**config.mk**
```make
export PLATFORM = sky130hd
export DESIGN_NAME = uart_port_ctrl
export DESIGN_NICKNAME = d
export VERILOG_FILES = /design/src/rtl/uart_port_ctrl.sv
export SDC_FILE = /design/constraint.sdc
export NUM_CORES = 1
export LEC_CHECK = 0
export CAP_MARGIN = 30
export CORE_MARGIN = 1.5
export CORE_UTILIZATION = 38
export CTS_CLUSTER_SIZE = 28
export DETAILED_ROUTE_END_ITERATION = 16
export PLACE_DENSITY = 0.76
export SETUP_SLACK_MARGIN = 0.1
export SKIP_CTS_REPAIR_TIMING = 1
export SLEW_MARGIN = 40
export SYNTH_ARGS = -nofsm -noshare
export SYNTH_HDL_FRONTEND = slang
export SYNTH_SLANG_ARGS = --single-unit
```
**constraint.sdc**
```tcl
create_clock -name clk -period 2.1 [get_ports clk]
set_input_delay 0.315 -clock clk [delete_from_list [all_inputs] [get_ports clk]]
set_output_delay 0.315 -clock clk [all_outputs]
set_load 0.005 [all_outputs]
```
**src/rtl/uart_port_ctrl.sv**
```systemverilog
// uart_port_ctrl: MEM-side UART access sequencer on the shared Ram1 data bus.
// Ports: wr/rd/st requests in; rdata/done/busy out; bus own/oe/data; UART flags in; wrn/rdn out.
module uart_port_ctrl #(
  parameter int SETUP_CYCLES = 1,
  parameter int PULSE_CYCLES = 2
) (
  input  logic        clk,
  input  logic        rst,
  input  logic        wr_req_i,
  input  logic        rd_req_i,
  input  logic        st_req_i,
  input  logic [15:0] wdata_i,
  output logic [15:0] rdata_o,
  output logic        done_o,
  output logic        busy_o,
  output logic        bus_own_o,
  output logic        bus_oe_o,
  output logic [7:0]  bus_data_o,
  input  logic [7:0]  bus_data_i,
  input  logic        data_ready_i,
  input  logic        tbre_i,
  input  logic        tsre_i,
  output logic        wrn,
  output logic        rdn
);

  localparam int MAXC = (SETUP_CYCLES > PULSE_CYCLES)
                      ? SETUP_CYCLES : PULSE_CYCLES;
  localparam int CW = (MAXC > 1) ? $clog2(MAXC) : 1;
  localparam logic [CW-1:0] SETUP_LD = CW'(SETUP_CYCLES - 1);
  localparam logic [CW-1:0] PULSE_LD = CW'(PULSE_CYCLES - 1);

  typedef enum logic [3:0] {
    IDLE, WR_SETUP, WR_PULSE, WR_HOLD, WAIT_TBRE,
    WAIT_TSRE, RD_WAIT, RD_PULSE, DONE
  } state_e;

  state_e          state_q, state_d;
  logic [CW-1:0]   cnt_q, cnt_d;
  logic [7:0]      data_q, data_d;
  logic [15:0]     rdata_q, rdata_d;
  logic            own_q, own_d;
  logic            oe_q, oe_d;
  logic            wrn_q, wrn_d;
  logic            rdn_q, rdn_d;
  logic            done_q, done_d;
  logic            dr_m_q, tbre_m_q, tsre_m_q;
  logic            dr_s, tbre_s, tsre_s;
  logic            unused_hi;

  // Only the low byte goes out on the UART.
  assign unused_hi = ^wdata_i[15:8];

  always_ff @(posedge clk or negedge rst) begin
    if (!rst) begin
      dr_m_q   <= 1'b0;
      tbre_m_q <= 1'b0;
      tsre_m_q <= 1'b0;
      dr_s     <= 1'b0;
      tbre_s   <= 1'b0;
      tsre_s   <= 1'b0;
    end else begin
      dr_m_q   <= data_ready_i;
      tbre_m_q <= tbre_i;
      tsre_m_q <= tsre_i;
      dr_s     <= dr_m_q;
      tbre_s   <= tbre_m_q;
      tsre_s   <= tsre_m_q;
    end
  end

  always_comb begin
    state_d = state_q;
    cnt_d   = cnt_q;
    data_d  = data_q;
    rdata_d = rdata_q;
    unique case (state_q)
      IDLE: begin
        if (wr_req_i) begin
          state_d = WR_SETUP;
          cnt_d   = SETUP_LD;
          data_d  = wdata_i[7:0];
        end else if (rd_req_i) begin
          state_d = RD_WAIT;
        end else if (st_req_i) begin
          state_d = DONE;
          rdata_d = {14'b0, dr_s, tbre_s & tsre_s};
        end
      end
      WR_SETUP: begin
        if (cnt_q == '0) begin
          state_d = WR_PULSE;
          cnt_d   = PULSE_LD;
        end else begin
          cnt_d = cnt_q - 1'b1;
        end
      end
      WR_PULSE: begin
        if (cnt_q == '0) state_d = WR_HOLD;
        else             cnt_d   = cnt_q - 1'b1;
      end
      WR_HOLD:   state_d = WAIT_TBRE;
      WAIT_TBRE: if (tbre_s) state_d = WAIT_TSRE;
      WAIT_TSRE: if (tsre_s) state_d = DONE;
      RD_WAIT: begin
        if (dr_s) begin
          state_d = RD_PULSE;
          cnt_d   = PULSE_LD;
        end
      end
      RD_PULSE: begin
        if (cnt_q == '0) begin
          state_d = DONE;
          rdata_d = {8'h00, bus_data_i};
        end else begin
          cnt_d = cnt_q - 1'b1;
        end
      end
      DONE:    state_d = IDLE;
      default: state_d = IDLE;
    endcase
  end

  // Strobes and bus controls are decoded from the next state and
  // registered, so they change cleanly on the clock edge.
  always_comb begin
    own_d  = state_d inside {WR_SETUP, WR_PULSE, WR_HOLD, RD_PULSE};
    oe_d   = state_d inside {WR_SETUP, WR_PULSE, WR_HOLD};
    wrn_d  = state_d != WR_PULSE;
    rdn_d  = state_d != RD_PULSE;
    done_d = state_d == DONE;
  end

  always_ff @(posedge clk or negedge rst) begin
    if (!rst) begin
      state_q <= IDLE;
      cnt_q   <= '0;
      data_q  <= '0;
      rdata_q <= '0;
      own_q   <= 1'b0;
      oe_q    <= 1'b0;
      wrn_q   <= 1'b1;
      rdn_q   <= 1'b1;
      done_q  <= 1'b0;
    end else begin
      state_q <= state_d;
      cnt_q   <= cnt_d;
      data_q  <= data_d;
      rdata_q <= rdata_d;
      own_q   <= own_d;
      oe_q    <= oe_d;
      wrn_q   <= wrn_d;
      rdn_q   <= rdn_d;
      done_q  <= done_d;
    end
  end

  assign busy_o = (state_q == IDLE) ? (wr_req_i | rd_req_i)
                                    : (state_q != DONE);
  assign rdata_o    = rdata_q;
  assign done_o     = done_q;
  assign bus_own_o  = own_q;
  assign bus_oe_o   = oe_q;
  assign bus_data_o = data_q;
  assign wrn        = wrn_q;
  assign rdn        = rdn_q;

endmodule

```
# After elaboration in Yosys (flattened, before gate mapping)
# Index checks and enable logic that the tools add are counted.
# classes
n_reduce_logical	9
mux	21
bitwise	2
addsub	1
n_eq_ne	21
# ops
operator	count
two-way mux 16 bit	4
two-way mux 4 bit	9
case mux 16 bit (2 select lines)	1
case mux 4 bit (8 select lines)	1
equality test 4 x 3 -> 1 bit (second input constant)	5
equality test 4 x 2 -> 1 bit (second input constant)	4
inequality test 2 bit (second input constant)	6
equality test 4 x 1 -> 1 bit (second input constant)	2
nonzero test 4 bit	2
two-way mux 1 bit	5
AND reduction 5 bit	1
equality test 4 bit (second input constant)	1
zero test 4 bit	1
inequality test 4 x 2 -> 1 bit (second input constant)	1
inequality test 4 x 3 -> 1 bit (second input constant)	1
inequality test 4 bit (second input constant)	1
case mux 1 bit (4 select lines)	1
AND reduction 3 bit	1
nonzero test 3 bit	1
AND reduction 2 bit	1
nonzero test 2 bit	1
OR reduction 2 bit	1
bitwise AND 1 bit	1
bitwise OR 1 bit	1
subtractor 1 bit (second input constant)	1
# totals
regBits	40
out_inout_bits	30

# Logic depth before layout (Yosys ltp)
# depth
word_depth	6
mapped_depth	7
depth_no_buf	6

# Least setup slack after synthesis
# No wires, ideal clock.
# synth_path
kind	flip-flop to flip-flop
from	register state_q[0]
to	register rdata_q[0] (netlist: rdata_o[0])
t_arrival_ns	1.543
n_path_buf	1
stages_incl_launch_ff	6
setup_slack_ns	0.432
path_cell_list	dfrtp_1 buf_6 nor4_4 nor2_1 a211o_4 mux2_4
# synth_between
elab_chain_len	3
word_cells_on_any_way	9
classes_between	5 x eq/ne; 1 x mux; 3 x reduce/logical
# synth_rtl
element	line_no	rtl
start: declaration	38	state_e state_q, state_d;
start signal: assignment	146	state_q <= state_d;
equality test 4 x 3 -> 1 bit or zero test 4 bit (tied branches)	77	unique case (state_q)
inequality test 2 bit (no source line) or nonzero test 2 bit (tied branches)	-	
AND reduction 5 bit (no source line)	-	
end signal: assignment	149	rdata_q <= rdata_d;
end: declaration	41	logic [15:0] rdata_q, rdata_d;
# Several ways; a longest one is shown, not always the timed one.
# A chain may end at the register's enable or synchronous reset.

# Worst setup path in the final report
# layout_path
from	register state_q[3]
to	register rdata_q[0] (netlist: rdata_o[0])
# Same word-level chain as after synthesis.

==> flow_metrics.env <==
export IMPL_synth_area_per_cell_um2=11.0
export IMPL_p_sw_share_pct=34.3
export IMPL_clock_path_buffers=2
export IMPL_worstPathCellList="or4_1, a21oi_1, a211o_4, mux2_4"
export IMPL_core_area_um2=3720
export IMPL_comb_power_share_pct=46.4
export IMPL_ys_top_cells_by_area="dfrtp_1 (50%), mux2_2 (6.8%), buf_4 (5.5%)"
export IMPL_ys_seq_elements=32
export IMPL_async_flop_share_pct=100
export IMPL_antenna_cells=0
export IMPL_crit_type="reg -> reg"
export IMPL_ioPinCount=62
export IMPL_grt_antenna_before_repair=0
export IMPL_path_max_fanout=12
export IMPL_worstPathRequired_ns=2.27
export IMPL_worstPathArrival_ns=2.09
export IMPL_synth_most_common_cell="dfrtp_1"
export IMPL_drive_gt1_share_pct=17.5
export IMPL_rsz0062_at_grt="yes"
export IMPL_regArea_um2=806
export IMPL_rows=22
export IMPL_grt_pass1_vias=1324
export IMPL_final_util_pct=55.7
export IMPL_maxCapViolCount=0
export IMPL_cts_buffers_inserted=5
export IMPL_grt_max_degree=33
export IMPL_drt_iter0_drc=28
export IMPL_seqPwrFrac_pct=36.9
export IMPL_dp_hpwl_mm=2.37
export IMPL_die_y_um=65.6
export IMPL_maxSlewViolCount=0
export IMPL_clkSinkCount=32
export IMPL_gr_total_overflow=0
export IMPL_portBuffers=45
export IMPL_critPathLaunch="state_q[3]"
export IMPL_finalWorstPathRequiredPeriod_ns=1.91
export IMPL_cts_tree="built"
export IMPL_fin_skew_ns=0.00657
export IMPL_dieArea_um2=4310
export IMPL_p_int_mw=1.90
export IMPL_clkPwrFrac_pct=16.7
export IMPL_synthDominantCellAreaShare_pct=50.4
export IMPL_ys_types=38
export IMPL_fillCellCount=321
export IMPL_grt_pass1_wl_mm=5.48
export IMPL_wire_per_inst_um=13.3
export IMPL_cellPowerDensity_nw_per_um2=1400
export IMPL_fp_dieW_um=65.6
export IMPL_final_nets=220
export IMPL_synth_yosys_warnings=0
export IMPL_power_leakage_nw=0.883
export IMPL_fmax_mhz=522
export IMPL_firstDrtPassIters=4
export IMPL_syn_to_final_growth_pct=39.0
export IMPL_yosys_top_cells_count="dfrtp_1 (30), nand2_1 (19), buf_4 (11)"
export IMPL_setup_violations=0
export IMPL_min_from="tbre_m_q"
export IMPL_initial_core_util_pct=40.1
export IMPL_drc=0
export IMPL_root_buffer="clkbuf_8"
export IMPL_routed_wl_mm=3.15
export IMPL_hp_class="reg -> reg"
export IMPL_vdd_drop_max_mv=0.807
export IMPL_insertion_delay_ns=0.28
export IMPL_synth_seq_area_share_pct=53.9
export IMPL_finalCritPeriodShare_pct=91.2
export IMPL_synth_main_ff_cell="dfrtp_1"
export IMPL_hold_viol_final=0
export IMPL_gp_congestion=0.878
export IMPL_netSwitchingPower_uw=992
export IMPL_outcome="completed"
export IMPL_synth_edf_count=0
export IMPL_synth_area_um2=1490
export IMPL_multiInputGateArea_um2=587
export IMPL_vias_per_cell=5.17
export IMPL_route_vias_total=1226
export IMPL_ant_nets=0
export IMPL_synth_cells=136
export IMPL_yosys_area_top_type="dfrtp_1"
export IMPL_h_tree_depth=2
export IMPL_setup_tns_ns=0
export IMPL_critPathSlowestCell="or4_1"
export IMPL_r2r_start="state_q[3]"
export IMPL_cpPeakStageDelay_ns=0.60
export IMPL_grt_usage_pct=16.7
export IMPL_crit_path_end_kind="flop"
export IMPL_cp_start_kind="flop"
export IMPL_clk_pin_slew_ns=0.07
==> cell families (layout without fill, tap and decap cells) <==
| family | after synthesis | after routing | synth area share, % |
|---|---|---|---|
| AND/OR/NAND/NOR | 45 | 45 | 16.1 |
| other | 1 | 8 | 0.252 |
| AO/OA/AOI/OAI | 28 | 28 | 12.1 |
| multiplexers | 12 | 12 | 9.15 |
| buffers and inverters | 18 | 64 | 8.48 |
| flip-flops | 32 | 32 | 53.9 |
==> power by group through the flow <==
stage	Sequential [mW]	Combinational [mW]	Clock (mW)
after floorplan	1.00	0.829	0
after global placement	1.06	1.30	0
after detailed placement	1.07	1.34	0
after CTS	1.06	1.35	0.498
after global routing	1.10	1.49	0.521
final	1.07	1.34	0.483
==> worst paths after layout <==
check                                   to  slack [ns]  cells past startpoint
worst max register to register  rdata_o[0]        0.19                      4
max in group asynchronous              rdn        1.35                      2
worst min register to register      tbre_s        0.36                      0
worst min-delay path                tbre_s        0.36                      0
worst max-delay path            rdata_o[0]        0.19                      4
min in group asynchronous             dr_s        0.42                      2
==> layer usage <==
layer	wire length (um)	global-route usage [%]	vias up
li1	-	-	559
met1	1150	16.8	583
met2	1650	29.9	73
met3	277	5.99	11
met4	72	8.33	0
met5	0	0	-
==> flip-flops by register name, indices dropped and copies added (netlist names) <==
signal / cells
cnt_q: 1
dr_s: 1
state_q: 4
rdata_o: 8
bus_data_o: 8
tbre_s: 1
tsre_m_q: 1
bus_oe_o: 1
tbre_m_q: 1
dr_m_q: 1
rdn: 1
wrn: 1
bus_own_o: 1
tsre_s: 1
done_o: 1
==> placed cells by master, fill, tap and decap left out, types with 2 or more instances in the layout <==
cell type,n
nand3_1,2
or4_1,2
dfstp_2,2
nand2b_1,3
mux2_2,9
o21ai_1,9
nand4_1,3
nor2_1,6
buf_4,8
dfrtp_1,28
nand2_1,19
o21ai_0,4
clkdlybuf4s50_1,44
mux2i_1,2
inv_1,3
dfrtp_2,2
a21oi_1,6
conb_1,8
clkbuf_8,6
nor3_1,2
==> worst max-delay path: cells and delay by family, from the launching register on <==
kind             cells  cell delay [ns]
AND/OR/NAND/NOR      1             0.60
AO/OA/AOI/OAI        2             0.42
flip-flops           1             0.48
multiplexers         1             0.30
==> area by class of cell <==
class / instances / area share (%)
clock buffer: 7 / 4.17
timing repair buffer: 53 / 24.8
sequential: 32 / 38.9
inverter: 3 / 0.544
tap: 48 / 2.90
multi-input combinational: 93 / 28.3
clock inverter: 1 / 0.363
==> through the flow <==
| step | instance area (um2) | power (mW) | hold WS, ns | std cells | worst slack [ns] |
|---|---|---|---|---|---|
| 2_1_floorplan | 1520 | 1.83 | 0.0194 | 143 | 0.432 |
| 3_3_place_gp | 1970 | 2.35 | 0.334 | 229 | 0.148 |
| 3_5_place_dp | 1970 | 2.41 | 0.340 | 229 | 0.121 |
| 4_1_cts | 2070 | 2.91 | 0.356 | 237 | 0.121 |
| 5_1_grt | 2070 | 3.12 | 0.365 | 237 | 0.0951 |
| 6_report | 2070 | 2.89 | 0.355 | 237 | 0.185 |
Power figures use the tool's default switching activity.
